--- src/rtl/uart_pkg.sv ---
// Shared definitions for the 8N1 UART transmitter and receiver.
package uart_pkg;

    typedef enum logic [2:0] {
        S_IDLE,
        S_START,
        S_DATA,
        S_STOP,
        S_CLEANUP
    } uart_state_t;

    localparam int unsigned DATA_BITS            = 8;
    localparam int unsigned DEFAULT_CLKS_PER_BIT = 234;

endpackage

--- src/rtl/uart_if.sv ---
// CPU-side and serial-side signals of the UART transceiver.
interface uart_if;

    logic       i_Tx_DV;
    logic [7:0] i_Tx_Byte;
    logic       o_Tx_Active;
    logic       o_Tx_Serial;
    logic       o_Tx_Done;
    logic       i_Rx_Serial;
    logic       o_Rx_DV;
    logic [7:0] o_Rx_Byte;

    modport slave (
        input  i_Tx_DV, i_Tx_Byte, i_Rx_Serial,
        output o_Tx_Active, o_Tx_Serial, o_Tx_Done, o_Rx_DV, o_Rx_Byte
    );

    modport master (
        output i_Tx_DV, i_Tx_Byte, i_Rx_Serial,
        input  o_Tx_Active, o_Tx_Serial, o_Tx_Done, o_Rx_DV, o_Rx_Byte
    );

endinterface

--- src/rtl/uart_rx.sv ---
// 8N1 receiver with 2-flop input synchronizer, mid-bit sampling and framing-error discard.
module uart_rx
    import uart_pkg::*;
#(
    parameter int unsigned CLKS_PER_BIT = DEFAULT_CLKS_PER_BIT
) (
    input  logic       i_Clock,
    input  logic       i_Reset,
    input  logic       i_Rx_Serial,
    output logic       o_Rx_DV,
    output logic [7:0] o_Rx_Byte
);

    localparam int unsigned      CNT_W    = $clog2(CLKS_PER_BIT);
    localparam logic [CNT_W-1:0] CNT_LAST = CNT_W'(CLKS_PER_BIT - 1);
    localparam logic [CNT_W-1:0] CNT_HALF = CNT_W'((CLKS_PER_BIT - 1) / 2);
    localparam logic [2:0]       IDX_LAST = 3'(DATA_BITS - 1);

    logic             rx_meta, rx_sync;
    uart_state_t      state_q, state_d;
    logic [CNT_W-1:0] cnt_q, cnt_d;
    logic [2:0]       idx_q, idx_d;
    logic [7:0]       shift_q, shift_d;
    logic [7:0]       byte_q, byte_d;
    logic             dv_q, dv_d;

    always_ff @(posedge i_Clock) begin
        if (i_Reset) begin
            rx_meta <= 1'b1;
            rx_sync <= 1'b1;
            state_q <= S_IDLE;
            cnt_q   <= '0;
            idx_q   <= '0;
            shift_q <= '0;
            byte_q  <= '0;
            dv_q    <= 1'b0;
        end else begin
            rx_meta <= i_Rx_Serial;
            rx_sync <= rx_meta;
            state_q <= state_d;
            cnt_q   <= cnt_d;
            idx_q   <= idx_d;
            shift_q <= shift_d;
            byte_q  <= byte_d;
            dv_q    <= dv_d;
        end
    end

    always_comb begin
        state_d = state_q;
        cnt_d   = cnt_q;
        idx_d   = idx_q;
        shift_d = shift_q;
        byte_d  = byte_q;
        dv_d    = 1'b0;

        case (state_q)
            S_IDLE: begin
                cnt_d = '0;
                idx_d = '0;
                if (!rx_sync) state_d = S_START;
            end
            // Recheck at mid-start so a short low glitch returns to idle silently.
            S_START: begin
                if (cnt_q == CNT_HALF) begin
                    cnt_d   = '0;
                    state_d = rx_sync ? S_IDLE : S_DATA;
                end else begin
                    cnt_d = cnt_q + CNT_W'(1);
                end
            end
            S_DATA: begin
                if (cnt_q == CNT_LAST) begin
                    cnt_d          = '0;
                    shift_d[idx_q] = rx_sync;
                    if (idx_q == IDX_LAST) begin
                        idx_d   = '0;
                        state_d = S_STOP;
                    end else begin
                        idx_d = idx_q + 3'd1;
                    end
                end else begin
                    cnt_d = cnt_q + CNT_W'(1);
                end
            end
            S_STOP: begin
                if (cnt_q == CNT_LAST) begin
                    cnt_d   = '0;
                    state_d = S_CLEANUP;
                    if (rx_sync) begin
                        byte_d = shift_q;
                        dv_d   = 1'b1;
                    end
                end else begin
                    cnt_d = cnt_q + CNT_W'(1);
                end
            end
            S_CLEANUP: state_d = S_IDLE;
            default:   state_d = S_IDLE;
        endcase
    end

    assign o_Rx_DV   = dv_q;
    assign o_Rx_Byte = byte_q;

endmodule

--- src/rtl/uart_tx.sv ---
// 8N1 transmitter: start bit, 8 data bits LSB first, stop bit, one-cycle done pulse.
module uart_tx
    import uart_pkg::*;
#(
    parameter int unsigned CLKS_PER_BIT = DEFAULT_CLKS_PER_BIT
) (
    input  logic       i_Clock,
    input  logic       i_Reset,
    input  logic       i_Tx_DV,
    input  logic [7:0] i_Tx_Byte,
    output logic       o_Tx_Active,
    output logic       o_Tx_Serial,
    output logic       o_Tx_Done
);

    localparam int unsigned          CNT_W    = $clog2(CLKS_PER_BIT);
    localparam logic [CNT_W-1:0]     CNT_LAST = CNT_W'(CLKS_PER_BIT - 1);
    localparam logic [2:0]           IDX_LAST = 3'(DATA_BITS - 1);

    uart_state_t      state_q, state_d;
    logic [CNT_W-1:0] cnt_q, cnt_d;
    logic [2:0]       idx_q, idx_d;
    logic [7:0]       byte_q, byte_d;

    always_ff @(posedge i_Clock) begin
        if (i_Reset) begin
            state_q <= S_IDLE;
            cnt_q   <= '0;
            idx_q   <= '0;
            byte_q  <= '0;
        end else begin
            state_q <= state_d;
            cnt_q   <= cnt_d;
            idx_q   <= idx_d;
            byte_q  <= byte_d;
        end
    end

    // Outputs decode the registered state, so reset forces the line high on the next cycle.
    always_comb begin
        state_d     = state_q;
        cnt_d       = cnt_q;
        idx_d       = idx_q;
        byte_d      = byte_q;
        o_Tx_Serial = 1'b1;
        o_Tx_Active = 1'b0;
        o_Tx_Done   = 1'b0;

        case (state_q)
            S_IDLE: begin
                cnt_d = '0;
                idx_d = '0;
                if (i_Tx_DV) begin
                    byte_d  = i_Tx_Byte;
                    state_d = S_START;
                end
            end
            S_START: begin
                o_Tx_Active = 1'b1;
                o_Tx_Serial = 1'b0;
                if (cnt_q == CNT_LAST) begin
                    cnt_d   = '0;
                    state_d = S_DATA;
                end else begin
                    cnt_d = cnt_q + CNT_W'(1);
                end
            end
            S_DATA: begin
                o_Tx_Active = 1'b1;
                o_Tx_Serial = byte_q[idx_q];
                if (cnt_q == CNT_LAST) begin
                    cnt_d = '0;
                    if (idx_q == IDX_LAST) begin
                        idx_d   = '0;
                        state_d = S_STOP;
                    end else begin
                        idx_d = idx_q + 3'd1;
                    end
                end else begin
                    cnt_d = cnt_q + CNT_W'(1);
                end
            end
            S_STOP: begin
                o_Tx_Active = 1'b1;
                if (cnt_q == CNT_LAST) begin
                    cnt_d   = '0;
                    state_d = S_CLEANUP;
                end else begin
                    cnt_d = cnt_q + CNT_W'(1);
                end
            end
            S_CLEANUP: begin
                o_Tx_Done = 1'b1;
                state_d   = S_IDLE;
            end
            default: state_d = S_IDLE;
        endcase
    end

endmodule

--- src/rtl/uart_transceiver.sv ---
// Thin wrapper pairing an independent UART transmitter and receiver on one bit period.
module uart_transceiver
    import uart_pkg::*;
#(
    parameter int unsigned CLKS_PER_BIT = DEFAULT_CLKS_PER_BIT
) (
    input  logic    i_Clock,
    input  logic    i_Reset,
    uart_if.slave   bus
);

    uart_tx #(.CLKS_PER_BIT(CLKS_PER_BIT)) u_tx (
        .i_Clock     (i_Clock),
        .i_Reset     (i_Reset),
        .i_Tx_DV     (bus.i_Tx_DV),
        .i_Tx_Byte   (bus.i_Tx_Byte),
        .o_Tx_Active (bus.o_Tx_Active),
        .o_Tx_Serial (bus.o_Tx_Serial),
        .o_Tx_Done   (bus.o_Tx_Done)
    );

    uart_rx #(.CLKS_PER_BIT(CLKS_PER_BIT)) u_rx (
        .i_Clock     (i_Clock),
        .i_Reset     (i_Reset),
        .i_Rx_Serial (bus.i_Rx_Serial),
        .o_Rx_DV     (bus.o_Rx_DV),
        .o_Rx_Byte   (bus.o_Rx_Byte)
    );

endmodule

--- src/flat_wrapper.sv ---
// flat-port wrapper written by rule: the top's interface ports become plain ports
module uart_transceiver_flat import uart_pkg::*;
#(
    parameter int unsigned CLKS_PER_BIT = DEFAULT_CLKS_PER_BIT
)
  (i_Clock, i_Reset, bus_i_Tx_DV, bus_i_Tx_Byte, bus_i_Rx_Serial, bus_o_Tx_Active, bus_o_Tx_Serial, bus_o_Tx_Done, bus_o_Rx_DV, bus_o_Rx_Byte);
  uart_if bus_i ();
  input  logic i_Clock;
  input  logic i_Reset;
  input wire logic [$bits(bus_i.i_Tx_DV)-1:0] bus_i_Tx_DV;
  input wire logic [$bits(bus_i.i_Tx_Byte)-1:0] bus_i_Tx_Byte;
  input wire logic [$bits(bus_i.i_Rx_Serial)-1:0] bus_i_Rx_Serial;
  output wire logic [$bits(bus_i.o_Tx_Active)-1:0] bus_o_Tx_Active;
  output wire logic [$bits(bus_i.o_Tx_Serial)-1:0] bus_o_Tx_Serial;
  output wire logic [$bits(bus_i.o_Tx_Done)-1:0] bus_o_Tx_Done;
  output wire logic [$bits(bus_i.o_Rx_DV)-1:0] bus_o_Rx_DV;
  output wire logic [$bits(bus_i.o_Rx_Byte)-1:0] bus_o_Rx_Byte;
  assign bus_i.i_Tx_DV = bus_i_Tx_DV;
  assign bus_i.i_Tx_Byte = bus_i_Tx_Byte;
  assign bus_i.i_Rx_Serial = bus_i_Rx_Serial;
  assign bus_o_Tx_Active = bus_i.o_Tx_Active;
  assign bus_o_Tx_Serial = bus_i.o_Tx_Serial;
  assign bus_o_Tx_Done = bus_i.o_Tx_Done;
  assign bus_o_Rx_DV = bus_i.o_Rx_DV;
  assign bus_o_Rx_Byte = bus_i.o_Rx_Byte;
  uart_transceiver #(.CLKS_PER_BIT(CLKS_PER_BIT)) u_core (.i_Clock(i_Clock), .i_Reset(i_Reset), .bus(bus_i));
endmodule
--- config.mk ---
export PLATFORM = sky130hd
export DESIGN_NAME = uart_transceiver_flat
export DESIGN_NICKNAME = d
export VERILOG_FILES = /design/src/rtl/uart_pkg.sv /design/src/rtl/uart_if.sv /design/src/rtl/uart_rx.sv /design/src/rtl/uart_tx.sv /design/src/rtl/uart_transceiver.sv /design/src/flat_wrapper.sv
export SDC_FILE = /design/constraint.sdc
export NUM_CORES = 1
export LEC_CHECK = 0
export BUFFER_PORTS_ARGS = -buffer_cell sky130_fd_sc_hd__buf_2
export CAP_MARGIN = 20
export CORE_UTILIZATION = 50
export DETAILED_ROUTE_END_ITERATION = 7
export HOLD_SLACK_MARGIN = 0.02
export PLACE_DENSITY = 0.7
export SYNTH_ARGS = -nofsm -noshare
export SYNTH_HDL_FRONTEND = slang
export SYNTH_SLANG_ARGS = --single-unit
export TNS_END_PERCENT = 30
--- constraint.sdc ---
create_clock -name i_Clock -period 1.64 [get_ports i_Clock]
set_input_delay 0.082 -clock i_Clock [delete_from_list [all_inputs] [get_ports i_Clock]]
set_output_delay 0.082 -clock i_Clock [all_outputs]
set_load 0.05 [all_outputs]
### Yosys cells after proc, flatten, opt, wreduce, memory -nomap -nowiden

Index checks and enable logic that the tools add are counted.

* output and inout port bits: 12
* word-level logic and storage cells: 93
* register bits after elaboration: 55

* equal/unequal tests: 22
* $lt $le $gt $ge: 3
* muxes and demuxes: 33
* reductions and logical operators: 17
* $add $sub $neg: 4
* bitwise operators: 2

Operators by type and width (count)
* 2-to-1 mux 3 bit: 14
* 2-to-1 mux 8 bit: 3
* one-hot mux 3 bit (4 select lines): 2
* one-hot mux 8 bit (3 select lines): 1
* != test 2 bit (second input constant): 10
* adder 8 x 1 -> 8 bit (second input constant): 2
* equality test 8 bit (second input constant): 2
* one-hot mux 8 bit (2 select lines): 1
* equality test 3 x 2 -> 1 bit (second input constant): 4
* one-hot mux 3 bit (2 select lines): 2
* AND reduction 5 bit: 2
* equality test 3 bit (second input constant): 3
* bitwise mux 8 bit: 1
* equality test 8 x 7 -> 1 bit (second input constant): 1
* < comparator 3 x 4 -> 1 bit (second input constant): 2
* AND reduction 2 bit: 4
* adder 3 x 1 -> 3 bit (second input constant): 2
* equality test 3 x 1 -> 1 bit (second input constant): 2
* zero test 3 bit: 2
* nonzero test 2 bit: 3
* OR reduction 3 bit: 2
* 2-to-1 mux 1 bit: 5
* binary-select mux 1 bit (select 3 bit): 1
* demux 1 bit (select 3 bit): 1
* 8 further kinds: 9

### Depth between registers and ports, before layout

* depth in word-level cells: 5
* depth in mapped cells: 8

### By module

Synthesis repeated with hierarchy kept, for this count alone.

* cell total of the unflattened synthesis: 301
* area total of the unflattened synthesis: 2705.1 sq um

By module, submodules not included
* uart_rx: times used 1, cells an instance 171, area an instance 1540.2 sq um
* uart_tx: times used 1, cells an instance 130, area an instance 1164.9 sq um

### Least setup slack after synthesis

OpenSTA, ideal clock, no wires.

* path type: register to output
* start point: register u_core.u_tx.idx_q[1]
* end point: output bus_o_Tx_Serial
* stages on the path, launching flop included: 4
* arrival time: 1.606 ns
* required time: 1.558 ns
* path slack: -0.048 ns
* cells stage by stage: dfxtp_1 mux4_2 mux2i_1 a31oi_1

* longest elaborated chain between the ends: 3

Ends and longest elaborated chain
* start, declared: RTL line uart_tx.sv:22 `logic [2:0] idx_q, idx_d;`
* start signal, assigned: RTL line uart_tx.sv:34 `idx_q <= idx_d;`
* binary-select mux 1 bit (select 3 bit): RTL line uart_tx.sv:70 `o_Tx_Serial = byte_q[idx_q];`
* 2-to-1 mux 1 bit (implied by the code): RTL line uart_tx.sv:70
* one-hot mux 1 bit (2 select lines): RTL line uart_tx.sv:49 `case (state_q)`
* end, declared: RTL line flat_wrapper.sv:14 `output wire logic [$bits(bus_i.o_Tx_Serial)-1:0] bus_o_Tx_Serial;`

No other way between the ends. The select of a mux whose other input is x is not followed.

### Worst setup path after layout

Same ends and word-level chain as after synthesis.

==> metrics.md <==
| Metric | Value |
|---|---|
| Status | `complete, but fails checks` |
| Failing checks | `setup timing` |
| Asr flop ratio synth | `0%` |
| Hold Path End | `u_core.u_tx.state_q[1]$_SDFFE_PP0P_` |
| Remaining antenna violation count | `0` |
| Fin. Hold Viols | `0` |
| Largest stage delay on the critical path | `about 0.5 ns` |
| Global-route wire length before repair | `approximately 8900 um` |
| Core area | `0.005107 mm2` |
| WHS | `0.07728 ns` |
| TritonCTS clock tree | `built` |
| Slew margin rel. | `68.18%` |
| Power Density | `741.8 mW/mm2` |
| PortBufs | `23` |
| Worst Hold Launch | `i_Reset` |
| Drt pass-1 iters | `4` |
| # nets final | `371` |
| Worst Setup End Kind | `output port` |
| Syn avg cell area | `just under 9 um2` |
| IO Count | `24` |
| Die ar. | `0.005606 mm2` |
| H-tree depth | `2` |
| Crit path cell chain | `mux4_2, mux2i_1, a31oi_2, buf_6` |
| Worst Setup Start Kind | `flop` |
| Root Buffer | `clkbuf_8` |
| Final core utilization | `62.20%` |
| Vias per std cell | `5.432` |
| Routed WL | `around 5500 um` |
| Largest net degree at the start of global routing | `42` |
| Hold Path Stages | `3` |
| Max VDD drop | `0.4154 mV` |
| Clock buffer depth | `2` |
| Hold Path Class | `in -> reg` |
| Max FO, Critical Path | `3` |
| WS Path Type | `reg -> out` |
| RSZ-0062 raised after global routing | `yes` |
| Leak | `~1.3 nW` |
| FF-to-FF Start | `u_core.u_tx.cnt_q[1]$_SDFFE_PP0P_` |
| Worst-margin pin slew | `between 0.4 and 0.5 ns` |
| Post-synth top flop | `dfxtp_1` |
| Routability Congestion | `0.7892` |
| Setup_tns | `-0.09719 ns` |
| Initial Util | `51.98%` |
| Num CTS Buffers | `5` |
| Initial antenna violation count | `0` |
| Area Growth Syn to Fin | `19.65%` |
| Detailed Route Iter0 Violations | `124` |
| #FFs+latches synth | `55` |
| Setup Skew | `between 0.015 and 0.02 ns` |
| GRT Util Overall | `20.95%` |
| Syn_nets | `between 300 and 400` |
| Grt ovf | `0` |
| Commonest non-fill, non-tap cell in the layout | `dfxtp_1` |
| Share of post-route cells with drive strength above 1 | `19.94%` |
| Syn Inst Count | `around 310` |
| Period minus WS final | `1.737 ns` |
| DRC | `0` |
| Commonest non-fill, non-tap cells in the layout | `dfxtp_1, nand2_1, nor2_1` |
| Die extent in x | `74.87 um` |
| Delay-heaviest family, CP | `multiplexers` |
| Final worst slack | `-0.09719 ns` |
| Post-DP HPWL | `3865 um` |
| Vias | `2287` |
| Fmax | `approximately 0.58 GHz` |
| Synth Warn # | `0` |
| Endpoints failing setup | `1` |
| CP Data Arrival Time | `1.66 ns` |
| R2R cell count | `7` |
| Clock transition at path regs | `0.11 ns` |
| Slowest-stage cell, CP | `mux4_2` |
| Reg-to-reg endpoint | `u_core.u_tx.cnt_q[6]$_SDFFE_PP0P_` |
| Post-synthesis sequential area ratio | `41.47%` |
| CTS sink cnt | `55` |
| Period utilization | `105.9%` |
| Buffers & Inverters on Critical Path | `1` |
| Vias in the first global route | `2050` |
| EDFF count, synth | `0` |
| Req. time, crit path | `1.56 ns` |
| Final count of pins violating max slew | `0` |
| Final antenna diode count | `0` |
| MaxCap Viol Count | `0` |
| Die Span Y | `74.87 um` |
| Synthesized area | `between 0.002 and 0.003 mm2` |
| Register-to-register setup slack | `0.11 ns` |
| Clock latency on the worst-skew pair | `roughly 0.32 ns` |
| Synth cell types | `47` |
| Rows | `26` |
| Drt wl/cell | `about 13 um` |
cell type report:
| cell class | instances | area, um2 |
|---|---|---|
| Clock buffer | 5 | 68.82 |
| Clock inverter | 3 | 27.53 |
| Fill cell | 474 | 1931 |
| Inverter | 8 | 30.03 |
| Multi-Input combinational cell | 227 | 1488 |
| Sequential cell | 55 | 1106 |
| Tap cell | 70 | 87.58 |
| Timing Repair Buffer | 53 | 369.1 |
layer usage:
metal	GRT usage, %	routed length [um]
met1	26.40	2722
met4	5.660	59
met5	0	0
met2	36.04	2592
met3	4.819	115
kinds of logic (layout without fill, tap and decap cells):
group,count (synthesis),count (layout),share of synthesized area (%)
multiplexers,18,18,7.728
AO/OA/AOI/OAI,54,54,12.91
buffers and inverters,24,69,3.770
adder cells (fa/ha/maj),9,9,4.241
flip-flops,55,55,41.47
AND/OR/NAND/NOR,138,138,27.24
XOR/XNOR,8,8,2.639
what timing repair did:
action / CTS / global route
setup endpoints to repair: 4 / 21
hold buffers: 9 / 0
pin swaps: 1 / 0
resized for setup: 6 / 7
hold endpoints to repair: 9 / 0
setup buffers: 1 / 0
how the worst max path moves through the flow:
stage	start	cells past startpoint	slack [ns]	end
2_1_floorplan	u_core.u_rx.cnt_q[1]$_SDFFE_PP0P_	8	0.05	u_core.u_rx.idx_q[2]$_SDFFE_PP0P_
3_3_place_gp	u_core.u_rx.cnt_q[0]$_SDFFE_PP0P_	5	0.07	u_core.u_rx.o_Rx_Byte[3]$_SDFFE_PP0P_
3_5_place_dp	u_core.u_rx.cnt_q[0]$_SDFFE_PP0P_	5	-0.02	u_core.u_rx.o_Rx_Byte[2]$_SDFFE_PP0P_
4_1_cts	u_core.u_tx.idx_q[1]$_SDFFE_PP0P_	4	-0.12	bus_o_Tx_Serial
5_1_grt	u_core.u_tx.idx_q[1]$_SDFFE_PP0P_	4	-0.17	bus_o_Tx_Serial
6_report	u_core.u_tx.idx_q[1]$_SDFFE_PP0P_	4	-0.1	bus_o_Tx_Serial
power by group:
group | internal (W) | switching [W] | leakage (nW)
sequential | 0.00136 | 0.0000162 | 0.447
clock | 0.000315 | 0.000485 | 0.0463
combinational | 0.0000806 | 0.000104 | 0.795
worst register-to-register path, stage by stage, from the launching register on:
cell and delay, ns:
dfxtp_1 0.34, inv_1 0.04, ha_1 0.17, and4b_1 0.26
a211oi_2 0.23, buf_4 0.18, a41oi_1 0.12, a31oi_1 0.14
per-stage QoR:
stage	setup WS [ns]	instances	area [um2]	power, W
floorplan	0.05147	306	2661	0.001513
detailed placement	-0.01995	403	2944	0.001569
global route	-0.1706	421	3177	0.002464
finish	-0.09719	421	3177	0.002357
global placement	0.07210	403	2944	0.001566
CTS	-0.1177	421	3158	0.002387
registers in the layout, summed over array words and instances (netlist names), 3 cells and up:
| signal | flops |
|---|---|
| u_core.u_rx.cnt_q | 8 |
| u_core.u_rx.idx_q | 3 |
| u_core.u_tx.cnt_q | 8 |
| u_core.u_rx.state_q | 3 |
| u_core.u_tx.byte_q | 8 |
| u_core.u_rx.shift_q | 8 |
| u_core.u_rx.o_Rx_Byte | 8 |
| u_core.u_tx.idx_q | 3 |
| u_core.u_tx.state_q | 3 |
cell usage after synthesis (all sizes together), types with 3 or more instances:
master | n | share of area [%]
nor3b | 3 | 0.85
buf | 5 | 1.1
and2 | 6 | 1.4
a21oi | 22 | 4.1
nor2b | 6 | 1.4
and3 | 3 | 0.71
ha | 9 | 4.2
nor2 | 31 | 4.4
nand4 | 15 | 3.8
a41oi | 3 | 0.99
nand2 | 40 | 5.7
mux2i | 16 | 6.0
nor4b | 3 | 0.99
xnor2 | 6 | 2.0
a211oi | 3 | 1.0
nand3 | 7 | 1.3
nor3 | 3 | 0.57
or2 | 4 | 0.94
dfxtp | 55 | 41
clkbuf | 11 | 1.6
nor4 | 5 | 1.2
o21ai | 10 | 1.9
inv | 8 | 1.1
a31oi | 5 | 1.2
Note: power is estimated with default switching activity, not from simulation.
